**config.mk**
```make
export PLATFORM = sky130hd
export DESIGN_NAME = regex_stream_controller
export DESIGN_NICKNAME = d
export VERILOG_FILES = /design/src/rtl/regex_stream_controller_pkg.sv /design/src/rtl/regex_stream_controller_stream_fifo.sv /design/src/rtl/regex_stream_controller.sv
export SDC_FILE = /design/constraint.sdc
export NUM_CORES = 1
export LEC_CHECK = 0
export ABC_CLOCK_PERIOD_IN_PS = 2850
export BUFFER_PORTS_ARGS = -buffer_cell sky130_fd_sc_hd__buf_4
export CORE_AREA = 2 2 125 127
export CTS_CLUSTER_DIAMETER = 60
export DETAILED_ROUTE_END_ITERATION = 10
export DIE_AREA = 0 0 127 129
export HOLD_SLACK_MARGIN = 0.05
export PLACE_DENSITY = 0.75
export SLEW_MARGIN = 20
export SYNTH_ARGS = -nofsm -noshare
export SYNTH_HDL_FRONTEND = slang
export SYNTH_SLANG_ARGS = --single-unit
export TNS_END_PERCENT = 50
```
**constraint.sdc**
```tcl
create_clock -name clock_i -period 2.85 [get_ports clock_i]
set_clock_uncertainty 0.15 [all_clocks]
set_input_delay 0.57 -clock clock_i [delete_from_list [all_inputs] [get_ports clock_i]]
set_output_delay 0.57 -clock clock_i [all_outputs]
set_load 0.05 [all_outputs]
```
**src/rtl/regex_stream_controller_pkg.sv**
```systemverilog
// regex_stream_controller_pkg: shared defaults and lane-mode encodings for the regex stream bridge
package regex_stream_controller_pkg;
   localparam int DATA_WIDTH_DEFAULT = 8;
   localparam logic [7:0] BUBBLE_BYTE_DEFAULT = 8'h00;
   typedef enum logic {MODE_REPLICATE = 1'b0, MODE_PACK = 1'b1} mode_e;
endpackage

```
**src/rtl/regex_stream_controller_stream_fifo.sv**
```systemverilog
// regex_stream_controller_stream_fifo: synchronous result FIFO with occupancy count
// A push into a full FIFO is only taken when a pop frees the slot in the same cycle.
module regex_stream_controller_stream_fifo #(
   parameter int WIDTH = 8,
   parameter int DEPTH = 16
) (
   input  logic                       clock_i,
   input  logic                       reset_i,
   input  logic                       push_i,
   input  logic [WIDTH-1:0]           data_i,
   input  logic                       pop_i,
   output logic [WIDTH-1:0]           data_o,
   output logic [$clog2(DEPTH):0]     count_o,
   output logic                       full_o,
   output logic                       empty_o
);
   localparam int AW = $clog2(DEPTH);
   logic [WIDTH-1:0] mem_q [DEPTH];
   logic [AW-1:0] rd_q, wr_q;
   logic [AW:0] count_q;
   logic do_push, do_pop;
   assign full_o = count_q == (AW+1)'(DEPTH);
   assign empty_o = count_q == '0;
   assign count_o = count_q;
   assign data_o = mem_q[rd_q];
   assign do_pop = pop_i & !empty_o;
   assign do_push = push_i & (!full_o | do_pop);
   always_ff @(posedge clock_i) begin
      if (do_push) mem_q[wr_q] <= data_i;
   end
   always_ff @(posedge clock_i) begin
      if (!reset_i) begin
         rd_q <= '0;
         wr_q <= '0;
         count_q <= '0;
      end else begin
         if (do_push) wr_q <= wr_q + 1'b1;
         if (do_pop) rd_q <= rd_q + 1'b1;
         count_q <= count_q + (AW+1)'(do_push) - (AW+1)'(do_pop);
      end
   end
endmodule

```
**src/rtl/regex_stream_controller.sv**
```systemverilog
// regex_stream_controller: credit-gated bridge from UART bytes to a fixed-latency regex processor
// Words are issued only when the result FIFO is guaranteed room; idle pipelines drain with bubbles.
module regex_stream_controller
   import regex_stream_controller_pkg::*;
#(
   parameter int DATA_WIDTH = DATA_WIDTH_DEFAULT,
   parameter int REPLICATION_FACTOR = 3,
   parameter int PIPELINE_LATENCY = 2,
   parameter int FIFO_DEPTH = 16,
   parameter int IDLE_TIMEOUT = 1024,
   parameter logic [DATA_WIDTH-1:0] BUBBLE_BYTE = BUBBLE_BYTE_DEFAULT
) (
   input  logic                                     clock_i,
   input  logic                                     reset_i,
   input  logic                                     mode_i,
   input  logic [DATA_WIDTH-1:0]                    in_data_i,
   input  logic                                     in_valid_i,
   output logic                                     in_ready_o,
   output logic                                     proc_enable_o,
   output logic [REPLICATION_FACTOR*DATA_WIDTH-1:0] proc_data_in_o,
   input  logic [DATA_WIDTH-1:0]                    proc_data_out_i,
   output logic [DATA_WIDTH-1:0]                    out_data_o,
   output logic                                     out_valid_o,
   input  logic                                     out_ready_i,
   output logic                                     busy_o,
   output logic                                     overflow_error_o
);
   localparam int R = REPLICATION_FACTOR;
   localparam int L = PIPELINE_LATENCY;
   localparam int WW = R * DATA_WIDTH;
   localparam int XW = (R > 1) ? $clog2(R) : 1;
   localparam int IW = $clog2(IDLE_TIMEOUT + 1);
   localparam int FW = $clog2(FIFO_DEPTH) + 1;
   localparam int CW = $clog2(FIFO_DEPTH + L + 2) + 1;
   logic [XW-1:0] idx_q, idx_d;
   logic word_full_q, word_full_d;
   logic [WW-1:0] word_q, word_d;
   mode_e mode_q, mode_d, cur_mode;
   logic [L-1:0] tag_q, tag_d, tag_sh;
   logic push_pending_q, push_pending_d;
   logic [IW-1:0] idle_q, idle_d;
   logic overflow_q, overflow_d;
   logic [CW-1:0] in_flight;
   logic credit_ok, issue_real, issue_bubble, enable, in_ready, accept, draining, pop;
   logic [FW-1:0] fifo_count;
   logic fifo_full, fifo_empty;
   logic [DATA_WIDTH-1:0] fifo_head;
   regex_stream_controller_stream_fifo #(.WIDTH(DATA_WIDTH), .DEPTH(FIFO_DEPTH)) u_fifo (
      .clock_i(clock_i),
      .reset_i(reset_i),
      .push_i(push_pending_q),
      .data_i(proc_data_out_i),
      .pop_i(pop),
      .data_o(fifo_head),
      .count_o(fifo_count),
      .full_o(fifo_full),
      .empty_o(fifo_empty)
   );
   // The top tag bit marks the stage whose result is already on proc_data_out, so it is not in flight.
   always_comb begin
      in_flight = '0;
      for (int i = 0; i < L; i++) in_flight = in_flight + CW'(tag_q[i]);
      in_flight = in_flight - CW'(tag_q[L-1]);
      credit_ok = CW'(fifo_count) + in_flight + CW'(push_pending_q) < CW'(FIFO_DEPTH);
      issue_real = word_full_q & credit_ok;
      draining = idle_q == IW'(IDLE_TIMEOUT);
      issue_bubble = draining & !word_full_q & (in_flight != '0) & credit_ok;
      enable = issue_real | issue_bubble;
      in_ready = !word_full_q | issue_real;
      accept = in_valid_i & in_ready;
      pop = !fifo_empty & out_ready_i;
      cur_mode = (idx_q == '0) ? mode_e'(mode_i) : mode_q;
      word_d = word_q;
      idx_d = idx_q;
      mode_d = mode_q;
      word_full_d = word_full_q & !issue_real;
      if (accept) begin
         mode_d = cur_mode;
         if (cur_mode == MODE_REPLICATE) begin
            word_d = {R{in_data_i}};
            word_full_d = 1'b1;
         end else begin
            word_d[int'(idx_q)*DATA_WIDTH +: DATA_WIDTH] = in_data_i;
            idx_d = (idx_q == XW'(R-1)) ? '0 : idx_q + 1'b1;
            word_full_d = idx_q == XW'(R-1);
         end
      end
      tag_sh = L'({tag_q, issue_real});
      tag_d = enable ? tag_sh : tag_q;
      push_pending_d = enable & tag_sh[L-1];
      idle_d = (accept || in_flight == '0) ? '0 : (draining ? idle_q : idle_q + 1'b1);
      overflow_d = overflow_q | (push_pending_q & fifo_full & !pop);
   end
   always_ff @(posedge clock_i) begin
      if (!reset_i) begin
         idx_q <= '0;
         word_full_q <= 1'b0;
         word_q <= '0;
         mode_q <= MODE_REPLICATE;
         tag_q <= '0;
         push_pending_q <= 1'b0;
         idle_q <= '0;
         overflow_q <= 1'b0;
      end else begin
         idx_q <= idx_d;
         word_full_q <= word_full_d;
         word_q <= word_d;
         mode_q <= mode_d;
         tag_q <= tag_d;
         push_pending_q <= push_pending_d;
         idle_q <= idle_d;
         overflow_q <= overflow_d;
      end
   end
   assign in_ready_o = reset_i & in_ready;
   assign proc_enable_o = reset_i & enable;
   assign proc_data_in_o = !reset_i ? '0 : (issue_bubble ? {R{BUBBLE_BYTE}} : word_q);
   assign out_valid_o = reset_i & !fifo_empty;
   assign out_data_o = out_valid_o ? fifo_head : '0;
   assign busy_o = reset_i & ((idx_q != '0) | word_full_q | (in_flight != '0) | push_pending_q | !fifo_empty);
   assign overflow_error_o = reset_i & overflow_q;
endmodule

```
==> Flow_metrics.wiki, run 1 <==
{| class="wikitable"
! Metric !! Value
|-
| Number of nets in the layout || 697
|-
| Type of the tightest min-delay check || in -> reg
|-
| Sequential Power Share || 40.8%
|-
| LEAKAGE || 3.59 nW
|-
| GRT Util Overall || 21.6%
|-
| Peak supply drop || 0.408 mV
|-
| Multi-input combinational cell area || 0.00313 mm2
|-
| Crit path max fanout || 7
|-
| Minimum period implied by the final worst setup slack || 2.97 ns
|-
| Peak Freq || 337 MHz
|-
| Async set-reset flop share out of synthesis || 0%
|-
| XOR/XNOR share of the synthesized area || 1.86%
|-
| Count of maximum capacitance violations || 0
|-
| Predominant post-synthesis flop cell || edfxtp_1
|-
| Source of the worst register-to-register timing path || u_fifo.count_o[2]
|-
| Crit path arrival time || 2.25 ns
|-
| TritonRoute pass-1 iters || 5
|-
| Total power draw || 0.00773 W
|-
| Total detailed-routing wirelength || 17200 um
|-
| Startpoint of the worst hold path || in_data_i[7]
|-
| Die area || 0.0164 mm2
|-
| Clock buffer count from CTS || 17
|-
| Finish-stage setup viols || 24
|-
| Synthesized netlist net count || 608
|-
| Final number of max-transition violations || 0
|-
| Clock tree from TritonCTS || built
|-
| HPWL Detailed || 10200 um
|-
| Via count of the first global-routing pass || 4996
|-
| RSZ-0062 raised after global routing || yes
|-
| Post-synthesis compound-gate area fraction || 4.33%
|-
| Combinational family with the most area after synthesis || multiplexers
|-
| Adder-Cell Fraction of Synth Area || 3.37%
|-
| Clk sink count || 187
|-
| Die outline height || 129 um
|-
| Placed inst area || 0.00886 mm2
|-
| Worst hold stages || 3
|-
| Max-Slew Margin vs Limit || 37.6%
|-
| Startpoint Class || flip-flop
|-
| Std-Cell Rows || 45
|-
| Net switching share of the total power || 29.3%
|-
| Final WS setup || -0.115 ns
|-
| Leading cell type in the layout, fill and taps excluded || edfxtp_1
|-
| End of the worst register-to-register path || u_fifo.count_o[4]
|-
| Proportion of synthesized chip area in sequential cells || 62.7%
|-
| Final Hold Violating Endpoints || 0
|-
| ANT cells || 0
|-
| Commonest non-fill, non-tap cells in the layout || edfxtp_1 (128), dfxtp_1 (51), buf_4 (50), nand2_1 (43), nor2_1 (38)
|-
| Power Internal || 0.00546 W
|-
| GRT Residual Overflow || 0
|-
| Maximum number of pins on one net before global-route repair || 57
|-
| Multiplexer area fraction after synthesis || 14.4%
|-
| Number of cells produced by synthesis || 566
|-
| Required time reported for the critical path endpoint || 2.13 ns
|-
| Clock share of power || 30.3%
|-
| Final non-filler cell total || 856
|-
| Synth-to-layout area growth || 26.5%
|-
| Mapped cell area || 0.00801 mm2
|-
| Post-DR vias/cell || 5.81
|-
| Width of the die || 127 um
|-
| Violations in the final reports || setup timing
|-
| Actual transition at the worst max-transition pin || 0.933 ns
|-
| Share of synthesized cell area in and, or, nand and nor gates || 11.3%
|-
| Worst setup path class || reg -> out
|-
| Routability-driven placement congestion ratio || 0.817
|-
| Via count || 4977
|-
| Flop2flop setup slack || 0.15 ns
|-
| Starting density of the core || 53.5%
|-
| Distinct cells, synth || 51
|-
| Routed len/inst || 20.1 um
|-
| Outcome || complete, but fails checks
|-
| Maximum root-to-sink buffer count || 2
|-
| Count of pins on the block boundary || 58
|-
| Cell area after layout || 0.0101 mm2
|-
| Post-Place Cells || 810
|-
| Initial antenna violation count || 0
|-
| Post-Place Worst Slack || 0.113 ns
|-
| Sequential Area || 0.00504 mm2
|-
| Root buffer cell || clkbuf_16
|-
| Residual antenna-violating net count after detailed routing || 0
|-
| First-pass GRT wire length || 26600 um
|-
| Final core area utilization || 67.7%
|-
| Number of synthesis warnings || 0
|-
| Filler cells || 1018
|-
| IO Port Bufs || 57
|-
| FF+latch count, synth || 187
|-
| DR DRC count || 0
|-
| Final period utilization || 104%
|-
| Number of cells traversed by the worst register-to-register path || 12
|-
| Level count of the clock H-tree || 4
|-
| Clk slew on worst S/H paths || 0.07 ns
|-
| Relative contribution of combinational cells to total power || 28.9%
|-
| Number of enable-type register cells in the synthesized netlist || 128
|-
| Power spent charging and discharging nets || 0.00227 W
|-
| Critical Path End Type || output pin
|-
| Endpoint of the worst hold-timing path || word_q[7]
|-
| Total power per unit cell area || 763 mW/mm2
|-
| Clock Latency Late Sink || 0.42 ns
|-
| Floorplan core area || 0.0150 mm2
|-
| Layout cells sized above 1 || 34.9%
|-
| Mean area per synthesized cell || 14.2 um2
|-
| Number of DRC markers after the initial detailed-route iteration || 376
|}
routing by layer:
| metal | share of wire [%] | routed length (um) | track usage [%] |
|---|---|---|---|
| met1 | 40 | 6870 | 26.9 |
| met2 | 53 | 9100 | 37.6 |
| met3 | 4.5 | 772 | 3.95 |
| met4 | 2.6 | 453 | 8.86 |
| met5 | 0 | 0 | 0 |
registers in the layout (all words and copies together), names as in the netlist, 2 cells and up, named ones only:
name            count
word_q             24
u_fifo.wr_q         4
idx_q               2
u_fifo.mem_q      128
idle_q             11
u_fifo.rd_q         4
u_fifo.count_o      5
power groups by stage:
| stage | Combinational [W] | Clock (W) | Sequential (W) |
|---|---|---|---|
| 3_3_place_gp | 0.00173 | 0 | 0.00316 |
| 4_1_cts | 0.00213 | 0.00238 | 0.00314 |
| 3_5_place_dp | 0.00176 | 0 | 0.00317 |
| 2_1_floorplan | 0.00135 | 0 | 0.00312 |
| 5_1_grt | 0.00239 | 0.00248 | 0.00317 |
| 6_report | 0.00223 | 0.00234 | 0.00316 |
synth_stat cells (3+ instances only):
cell	number	area, um2
buf_2	6	30.0
o21ai_0	6	30.0
nand2b_1	5	31.3
dfxtp_1	59	1180
a21oi_1	10	50.1
inv_1	15	56.3
mux4_2	32	721
nand3_1	33	165
ha_1	20	250
xnor2_1	7	61.3
clkbuf_1	19	71.3
nor2b_1	3	18.8
o22ai_1	8	50.1
nand2_1	44	165
nor3_1	10	50.1
mux2i_1	43	430
and2_1	28	175
edfxtp_1	128	3840
nor2_1	38	143
xor2_1	10	87.6
logic make-up after synthesis:
logic type      count (synthesis)
compound gates                 45
flops                         187
mux                            75
buf+inv                        42
xor+xnor                       17
simple gates                  179
fa+ha+maj                      21
worst max-delay path, stage by stage, from the launching register on:
cell     delay [ns]
dfxtp_4        0.35
ha_4           0.26
a21o_1         0.17
buf_6          0.14
nand3_4        0.09
a41oi_4        0.30
buf_6          0.20
and2_4         0.17
buf_8          0.14
metrics by stage:
step	setup TNS (ns)	hold WS, ns
floorplan	-0.0514	0.279
global placement	0	0.292
detailed placement	0	0.294
CTS	-4.04	0.268
global route	-4.23	0.271
finish	-2.18	0.284
cell type report:
type	instances	share of cell area, %
Sequential cell	187	49.7
Multi-Input combinational cell	337	30.9
Timing Repair Buffer	97	10.5
Clock buffer	22	5.10
Tap cell	188	2.32
Clock inverter	10	0.864
Inverter	15	0.580
worst max path at each step:
| stage | from | endpoint | slack, ns | cells after the start |
|---|---|---|---|---|
| 2_1_floorplan | tag_q[0] | in_ready_o | -0.05 | 4 |
| 3_3_place_gp | u_fifo.count_o[2] | out_data_o[1] | 0.16 | 8 |
| 3_5_place_dp | u_fifo.count_o[2] | out_data_o[1] | 0.11 | 8 |
| 4_1_cts | u_fifo.count_o[0] | proc_data_in_o[5] | -0.18 | 7 |
| 5_1_grt | u_fifo.count_o[0] | proc_data_in_o[1] | -0.17 | 7 |
| 6_report | u_fifo.count_o[0] | proc_data_in_o[1] | -0.12 | 8 |
timing repair:
item | in CTS | in global routing
resized for setup | 110 | 26
gates cloned | 6 | 0
hold buffers | 0 | 0
endpoints found under the setup margin | 34 | 36
setup buffers | 7 | 2
pin swaps | 21 | 14
Power figures use the tool's default switching activity.
==> run 2, diff against run 1 <==
- CORE_AREA: 2 2 125 127 -> 2 2 126 128
- DIE_AREA: 0 0 127 129 -> 0 0 128 130
- PLACE_DENSITY: 0.75 -> 0.74
- SYNTH_HIERARCHICAL: default -> 1
==> run 2 against run 1 <==
  * The flow still finishes with violations (setup timing)
  * Synthesized area grew 0.95%
  * Synthesized cell count grew 2.7%
  * Core utilization shrank 1.0 points
  * Total power grew 1.2%
  * Sequential power shrank 3%
  * Non-clock buffer count grew 20
  * Fmax shrank 1.6%
==> Flow_metrics.wiki, run 2 <==
{| class="wikitable"
! Metric !! Value
|-
| Outcome || complete, but fails checks
|-
| Violations in the final reports || setup timing
|-
| Final number of max-transition violations || 0 (unchanged)
|-
| Finish-stage setup viols || 10 (-58%)
|-
| LEAKAGE || 3.62 nW (+0.90%)
|-
| Via count || 5091 (+2.3%)
|-
| HPWL Detailed || 10400 um (+1.8%)
|-
| Post-DR vias/cell || 5.73 (-1.5%)
|-
| Count of pins on the block boundary || 58 (unchanged)
|-
| Residual antenna-violating net count after detailed routing || 0 (unchanged)
|-
| Most frequently used cell type in the post-synthesis netlist || edfxtp_1
|-
| Yosys top cell by area || edfxtp_1
|-
| Proportion of synthesized chip area in sequential cells || 62.1% (-0.59 points)
|-
| Final WS setup || -0.162 ns (-0.0467 ns)
|-
| Synth-to-layout area growth || 27.1%
|-
| Die area || 0.0166 mm2 (+1.6%)
|-
| Type of the tightest min-delay check || in -> reg
|-
| Startpoint of the worst hold path || proc_data_out_i[6]
|-
| Die outline height || 130 um (+0.78%)
|-
| Critical-path top delay cell || or4b_4
|-
| Clock tree from TritonCTS || built
|-
| Peak Freq || 332 MHz (-1.6%)
|-
| First-pass GRT wire length || 27000 um (+1.5%)
|-
| FF+latch count, synth || 187 (unchanged)
|-
| Biggest regs || u_fifo/mem_q: 128 flops, word_q: 24 flops, idle_q: 11 flops
|-
| Count of maximum capacitance violations || 0 (unchanged)
|-
| Layout cells sized above 1 || 39.2% (+4.3 points)
|-
| Number of cells produced by synthesis || 581 (+2.7%)
|-
| ANT cells || 0 (unchanged)
|-
| Final period utilization || 106% (+1.6 points)
|-
| Synthesized netlist net count || 621 (+2.1%)
|-
| Sequential Area || 0.00504 mm2 (about the same)
|-
| Predominant post-synthesis flop cell || edfxtp_1
|-
| Mean area per synthesized cell || 13.9 um2 (-1.7%)
|-
| Worst stage delay on the critical path || 0.49 ns (+0.14 ns)
|-
| DR DRC count || 0 (unchanged)
|-
| Total power per unit cell area || 761 mW/mm2 (-0.26%)
|-
| Ordered cell list for the critical path || inv_2 > ha_4 > or4b_4 > buf_6 > nand2_4 > inv_2 > ha_4 > inv_2 > ha_4 > fa_2 > a21oi_2 > nor2_2 > or3_1 > and3_1
|-
| Starting density of the core || 52.4% (-1.1 points)
|-
| Number of cells traversed by the worst register-to-register path || 14 (+2)
|-
| Worst setup path class || reg -> reg
|-
| Startpoint Class || flip-flop
|-
| Maximum number of pins on one net before global-route repair || 86 (+51%)
|-
| Clock buffer count from CTS || 17 (unchanged)
|-
| Instance count on the critical path || 14 (+6)
|-
| Share of the synthesized area in the top cell type || 47.5% (-0.45 points)
|-
| Via count of the first global-routing pass || 5158 (+3.2%)
|-
| Number of buffers and inverters on the critical path || 4 (+1)
|-
| Mapped cell area || 0.00809 mm2 (+0.95%)
|-
| Multi-input combinational cell area || 0.00312 mm2 (-0.28%)
|-
| Cell types with the highest counts after synthesis || edfxtp_1 (128), dfxtp_1 (59), nand2_1 (54)
|-
| Level count of the clock H-tree || 4 (unchanged)
|-
| Minimum period implied by the final worst setup slack || 3.01 ns (+0.0467 ns)
|-
| Largest Register || u_fifo/mem_q
|-
| Origin of the worst setup path || u_fifo/count_o[2]
|-
| Actual transition at the worst max-transition pin || 0.959 ns (+0.0264 ns)
|-
| Leading cell type in the layout, fill and taps excluded || edfxtp_1
|-
| Width of the die || 128 um (+0.79%)
|-
| Filler cells || 1062 (+4.3%)
|-
| Critical Path End Type || flip-flop
|-
| Distinct cells, synth || 59 (+16%)
|-
| Final Hold Violating Endpoints || 0 (unchanged)
|-
| Floorplan core area || 0.0154 mm2 (+3.0%)
|-
| Commonest non-fill, non-tap cells in the layout || edfxtp_1 (128), buf_4 (69), nand2_1 (53), dfxtp_1 (50), mux4_2 (31)
|-
| Worst Hold Slack || 0.295 ns (+0.0105 ns)
|-
| Maximum root-to-sink buffer count || 2 (unchanged)
|-
| GRT Residual Overflow || 0 (unchanged)
|-
| Top area cells in the synthesized netlist || edfxtp_1 (48%), dfxtp_1 (15%), mux4_2 (5.0%)
|-
| Crit path max fanout || 2 (-5)
|-
| Number of DRC markers after the initial detailed-route iteration || 271 (-28%)
|-
| Routed len/inst || 19.5 um (-3.2%)
|-
| Std-Cell Rows || 46 (+2.2%)
|-
| Source of the worst register-to-register timing path || u_fifo/count_o[2]
|-
| Max-Slew Margin vs Limit || 35.8% (-1.8 points)
|-
| Clk slew on worst S/H paths || 0.07 ns (about the same)
|-
| Async set-reset flop share out of synthesis || 0% (unchanged)
|-
| RSZ-0062 raised after global routing || yes
|-
| Hold buffer count at cts || 0 (unchanged)
|-
| Clk sink count || 187 (unchanged)
|-
| Number of synthesis warnings || 6 (+6)
|-
| Worst hold stages || 1 (-2)
|-
| Root buffer cell || clkbuf_16
|-
| Crit path arrival time || 3.19 ns (+0.94 ns)
|-
| Initial antenna violation count || 0 (unchanged)
|-
| TritonRoute pass-1 iters || 5 (unchanged)
|-
| Top cell family by delay on the critical path || simple AND/OR/NAND/NOR gates
|-
| Number of enable-type register cells in the synthesized netlist || 128 (unchanged)
|-
| IO Port Bufs || 57 (unchanged)
|-
| Required time reported for the critical path endpoint || 3.02 ns (+0.89 ns)
|-
| Max reg flops || 128 (unchanged)
|-
| Clock Latency Late Sink || 0.43 ns (about the same)
|-
| Total detailed-routing wirelength || 17300 um (+0.56%)
|-
| Number of nets in the layout || 724 (+3.9%)
|-
| Setup_tns || -0.473 ns (+1.71 ns)
|-
| Routability-driven placement congestion ratio || 0.793 (-2.9%)
|-
| Peak supply drop || 0.476 mV (+17%)
|-
| GRT Util Overall || 21.5% (-0.063 points)
|}
-- run 2: changes by cell type after synthesis, moves of 7 or more --
| cell | previous run | this run |
|---|---|---|
| a22oi_1 | 0 | 16 |
| mux4_1 | 0 | 14 |
| nor4_1 | 2 | 16 |
| mux4_2 | 32 | 18 |
| mux2i_1 | 43 | 1 |
| nand2_1 | 44 | 54 |
| a31o_2 | 2 | 11 |
| o31ai_1 | 1 | 8 |
| clkbuf_1 | 19 | 12 |
| nand3_1 | 33 | 24 |
-- run 2: path summary, 6_finish.rpt --
check / end / slack [ns]
max: u_fifo/count_o[4] / -0.16
min: u_fifo/mem_q[4][6] / 0.29
max reg2reg: u_fifo/count_o[4] / -0.16
min reg2reg: overflow_q / 0.31
-- run 2: final cells by class --
class | instances | share of cell area [%]
clock buffers | 23 | 5.38
inverters | 15 | 0.572
multi-input cells | 346 | 30.3
repair buffers | 117 | 11.6
clock inverters | 9 | 0.791
well taps | 192 | 2.34
flip-flops and latches | 187 | 49.0
-- run 2: where the power goes --
group	switching (W)	internal [W]
Clock	0.00102	0.00143
Sequential	0.0000832	0.00298
Combinational	0.00109	0.00122
-- run 2: through the flow --
step                instances  area, um2  worst slack, ns  power [W]  util (%)
CTS                       891      10200           -0.201    0.00777      66.4
global placement          823       8830           -0.237    0.00468      57.3
global route              889      10300           -0.274    0.00814      66.7
finish                    889      10300           -0.162    0.00783      66.7
detailed placement        823       8830           -0.301    0.00473      57.3
floorplan                 581       8110           -0.363    0.00421         -
-- run 2: worst reg2reg max path, delay by kind of cell (launching register included) --
kind | cells | cell delay [ns]
simple gates | 5 | 1.08
buf+inv | 4 | 0.31
fa+ha+maj | 4 | 0.89
compound gates | 1 | 0.15
flops | 1 | 0.32
-- run 2: routing by layer --
metal / track usage, % / share of wire (%)
met1: 26.0 / 41
met2: 38.9 / 54
met3: 4.67 / 3.4
met4: 6.66 / 1.7
met5: 0 / 0
-- run 2: timing repair --
item | 4_1_cts | 5_1_grt
pin swaps | 34 | 22
gates cloned | 5 | 0
setup buffers | 31 | 6
gates resized for setup | 117 | 43
setup endpoints to repair | 37 | 41
-- run 2: kinds of logic (layout without fill, tap and decap cells) --
logic type               count (synthesis)  count (layout)  share of synthesized area, %
AND/OR/NAND/NOR                        208             208                          13.6
flip-flops                             187             187                          62.1
AO/OA/AOI/OAI                           68              68                          6.26
buffers and inverters                   48             164                          3.16
multiplexers                            34              34                          9.96
adder cells (fa/ha/maj)                 19              19                          3.03
XOR/XNOR                                17              17                          1.84
==> run 3, diff against run 2 <==
- CELL_PAD_IN_SITES_DETAIL_PLACEMENT: default -> 1
- CELL_PAD_IN_SITES_GLOBAL_PLACEMENT: default -> 2
- CORE_AREA: 2 2 126 128 -> 2 2 148 150
- DIE_AREA: 0 0 128 130 -> 0 0 150 152
- PLACE_DENSITY: 0.74 -> default
- PLACE_DENSITY_LB_ADDON: default -> 0.1
- REMOVE_ABC_BUFFERS: default -> 1
==> run 3 against run 2 <==
  * The flow still finishes with violations (setup timing)
  * Register-to-register slack got worse by 0.09 ns
  * First-iteration DRC count fell by 32%
  * Fmax fell by 3.0%
  * Core utilization fell by 17 points
  * Largest power group unchanged
==> Flow_metrics.wiki, run 3 (synthesis gave the netlist of run 2 again) <==
{| class="wikitable"
! Metric !! Value
|-
| Outcome || complete, but fails checks
|-
| Violations in the final reports || setup timing
|-
| Maximum root-to-sink buffer count || 2 (unchanged)
|-
| Root buffer cell || clkbuf_16
|-
| Crit path arrival time || 3.29 ns (+0.10 ns)
|-
| Largest Register || u_fifo/mem_q
|-
| Total power per unit cell area || 730 mW/mm2 (-4.1%)
|-
| Leading cell type in the layout, fill and taps excluded || edfxtp_1
|-
| ANT cells || 0 (unchanged)
|-
| Source of the worst register-to-register timing path || u_fifo/count_o[3]
|-
| Placed inst area || 0.00894 mm2 (+1.2%)
|-
| Total detailed-routing wirelength || 20000 um (+16%)
|-
| RSZ-0062 raised after global routing || yes
|-
| End of the worst register-to-register path || u_fifo/count_o[4]
|-
| Count of pins on the block boundary || 58 (unchanged)
|-
| Required time reported for the critical path endpoint || 3.03 ns (about the same)
|-
| Peak supply drop || 0.459 mV (-3.6%)
|-
| Number of cells traversed by the worst register-to-register path || 14 (unchanged)
|-
| Top cell family by delay on the critical path || simple AND/OR/NAND/NOR gates
|-
| Initial antenna violation count || 0 (unchanged)
|-
| Via count || 5147 (+1.1%)
|-
| Worst setup path class || reg -> reg
|-
| Power Internal || 0.00533 W (-5.4%)
|-
| Final core area utilization || 49.2% (-17 points)
|-
| HPWL Detailed || 12600 um (+21%)
|-
| Flop2flop setup slack || -0.26 ns (-0.09 ns)
|-
| Crit path max fanout || 2 (unchanged)
|-
| Number of buffers and inverters on the critical path || 4 (unchanged)
|-
| IO Port Bufs || 57 (unchanged)
|-
| Residual antenna-violating net count after detailed routing || 0 (unchanged)
|-
| Biggest regs || u_fifo/mem_q: 128 flops, word_q: 24 flops, idle_q: 11 flops
|-
| Number of DRC markers after the initial detailed-route iteration || 184 (-32%)
|-
| Minimum period implied by the final worst setup slack || 3.11 ns (+0.0935 ns)
|-
| TritonRoute pass-1 iters || 4 (-1)
|-
| Multi-input combinational cell area || 0.00320 mm2 (+2.7%)
|-
| Power spent charging and discharging nets || 0.00234 W (+6.5%)
|-
| GRT Residual Overflow || 0 (unchanged)
|-
| Ordered cell list for the critical path || inv_2 > ha_4 > or4b_4 > buf_6 > nand2_2 > inv_2 > ha_4 > inv_2 > ha_4 > fa_2 > a21oi_2 > nor2_2 > or3_1 > and3_1
|-
| Worst Hold Slack || 0.290 ns (-0.00478 ns)
|-
| Post-DR vias/cell || 5.24 (-8.5%)
|-
| Cell area after layout || 0.0105 mm2 (+2.1%)
|-
| Number of nets in the layout || 729 (+0.69%)
|-
| Clk slew on worst S/H paths || 0.08 ns (about the same)
|-
| Via count of the first global-routing pass || 5630 (+9.2%)
|-
| Clock tree from TritonCTS || built
|-
| Die area || 0.0228 mm2 (+37%)
|-
| Die outline height || 152 um (+17%)
|-
| Synth-to-layout area growth || 29.8%
|-
| Type of the tightest min-delay check || in -> reg
|-
| Worst stage delay on the critical path || 0.49 ns (about the same)
|-
| Floorplan core area || 0.0214 mm2 (+38%)
|-
| Clock share of power || 30.2% (-1.1 points)
|-
| Critical Path End Type || flip-flop
|-
| Std-Cell Rows || 54 (+17%)
|-
| Startpoint Class || flip-flop
|-
| Peak Freq || 322 MHz (-3.0%)
|-
| Critical-path top delay cell || or4b_4
|-
| Final period utilization || 109% (+3.3 points)
|-
| Max reg flops || 128 (unchanged)
|-
| Sequential Power Share || 39.9% (+0.7 points)
|-
| Clock Latency Late Sink || 0.43 ns (about the same)
|-
| Post-Place Cells || 916 (+11%)
|-
| Endpoint of the worst hold-timing path || word_full_q
|-
| Relative contribution of combinational cells to total power || 29.9% (+0.4 points)
|-
| Hold buffer count at cts || 0 (unchanged)
|-
| Final non-filler cell total || 982 (+10%)
|-
| Final WS setup || -0.255 ns (-0.0935 ns)
|-
| Finish-stage setup viols || 34 (+24)
|-
| Count of maximum capacitance violations || 0 (unchanged)
|-
| Actual transition at the worst max-transition pin || 1.03 ns (+0.0702 ns)
|-
| Routed len/inst || 20.4 um (+4.7%)
|-
| Worst hold stages || 3 (+2)
|-
| Commonest non-fill, non-tap cells in the layout || edfxtp_1 (128), buf_4 (70), nand2_1 (53), dfxtp_1 (50), buf_6 (33)
|-
| Routability-driven placement congestion ratio || 0.756 (-4.7%)
|-
| Sequential Area || 0.00504 mm2 (unchanged)
|-
| Clk sink count || 187 (unchanged)
|-
| First-pass GRT wire length || 31400 um (+17%)
|-
| Maximum number of pins on one net before global-route repair || 35 (-59%)
|-
| DR DRC count || 0 (unchanged)
|-
| Max-Slew Margin vs Limit || 31.1% (-4.7 points)
|-
| Final Hold Violating Endpoints || 0 (unchanged)
|-
| Width of the die || 150 um (+17%)
|-
| Startpoint of the worst hold path || in_valid_i
|-
| Total power draw || 0.00766 W (-2.1%)
|-
| Final number of max-transition violations || 0 (unchanged)
|-
| Starting density of the core || 37.9% (-15 points)
|-
| Level count of the clock H-tree || 4 (unchanged)
|-
| Clock buffer count from CTS || 17 (unchanged)
|-
| Layout cells sized above 1 || 40.3% (+1.1 points)
|-
| LEAKAGE || 3.60 nW (-0.59%)
|-
| Filler cells || 2156 (+100%)
|-
| GRT Util Overall || 18.3% (-3.3 points)
|-
| Net switching share of the total power || 30.5% (+2.5 points)
|}
-- run 3: cell count changes in the layout (fill, tap and decap cells not counted), sizes merged --
cell and change:
clkbuf -5, clkinvlp +1, clkinv +4, bufinv -1
buf +4, inv +2
-- run 3: per-stage QoR --
step                setup TNS (ns)  setup slack, ns
finish                       -2.61           -0.255
CTS                          -4.60           -0.220
global route                 -7.50           -0.353
global placement            -0.263           -0.263
floorplan                    -5.39           -0.647
detailed placement          -0.411           -0.360
-- run 3: layout make-up --
| class | count | area share [%] |
|---|---|---|
| flip-flops and latches | 187 | 48.0 |
| multi-input cells | 346 | 30.5 |
| repair buffers | 122 | 12.0 |
| clock buffers | 17 | 4.05 |
| well taps | 280 | 3.34 |
| clock inverters | 15 | 1.50 |
| inverters | 15 | 0.560 |
-- run 3: metal layers --
metal / GRT usage [%] / up-vias / share of wire (%) / wire length [um]
met5: 0 / - / 0 / 0
met4: 5.08 / 0 / 1.3 / 252
met3: 3.51 / 16 / 2.7 / 530
met2: 32.4 / 86 / 54 / 10800
met1: 22.6 / 2649 / 42 / 8380
li1: - / 2396 / - / -
-- run 3: worst register-to-register path, stage by stage (launching register included) --
cell and delay (ns):
dfxtp_2 0.33, inv_2 0.08, ha_4 0.13, or4b_4 0.49, buf_6 0.14, nand2_2 0.07
inv_2 0.05, ha_4 0.25, inv_2 0.03, ha_4 0.15, fa_2 0.35, a21oi_2 0.16
nor2_2 0.06, or3_1 0.38, and3_1 0.17
-- run 3: power by group through the flow --
stage | clock network [W] | registers [W] | logic, W
after floorplan | 0 | 0.00317 | 0.000968
after global placement | 0 | 0.00309 | 0.00166
after detailed placement | 0 | 0.00310 | 0.00169
after CTS | 0.00237 | 0.00305 | 0.00221
after global routing | 0.00249 | 0.00307 | 0.00248
final | 0.00231 | 0.00306 | 0.00230
-- run 3: timing repair --
action,in CTS,in global routing
pin swaps,29,26
setup buffers,28,4
endpoints found under the setup margin,39,58
gates cloned,5,1
gates resized for setup,137,51
-- run 3: worst max path at each step --
stage | startpoint | end | slack [ns] | cells past startpoint
final | u_fifo/count_o[3] | u_fifo/count_o[4] | -0.26 | 14
after global routing | u_fifo/count_o[3] | u_fifo/count_o[4] | -0.35 | 15
after CTS | u_fifo/count_o[2] | u_fifo/count_o[4] | -0.22 | 15
after detailed placement | u_fifo/count_o[3] | u_fifo/count_o[4] | -0.36 | 15
after global placement | u_fifo/count_o[2] | u_fifo/count_o[4] | -0.26 | 15
after floorplan | u_fifo/count_o[3] | u_fifo/count_o[4] | -0.65 | 14
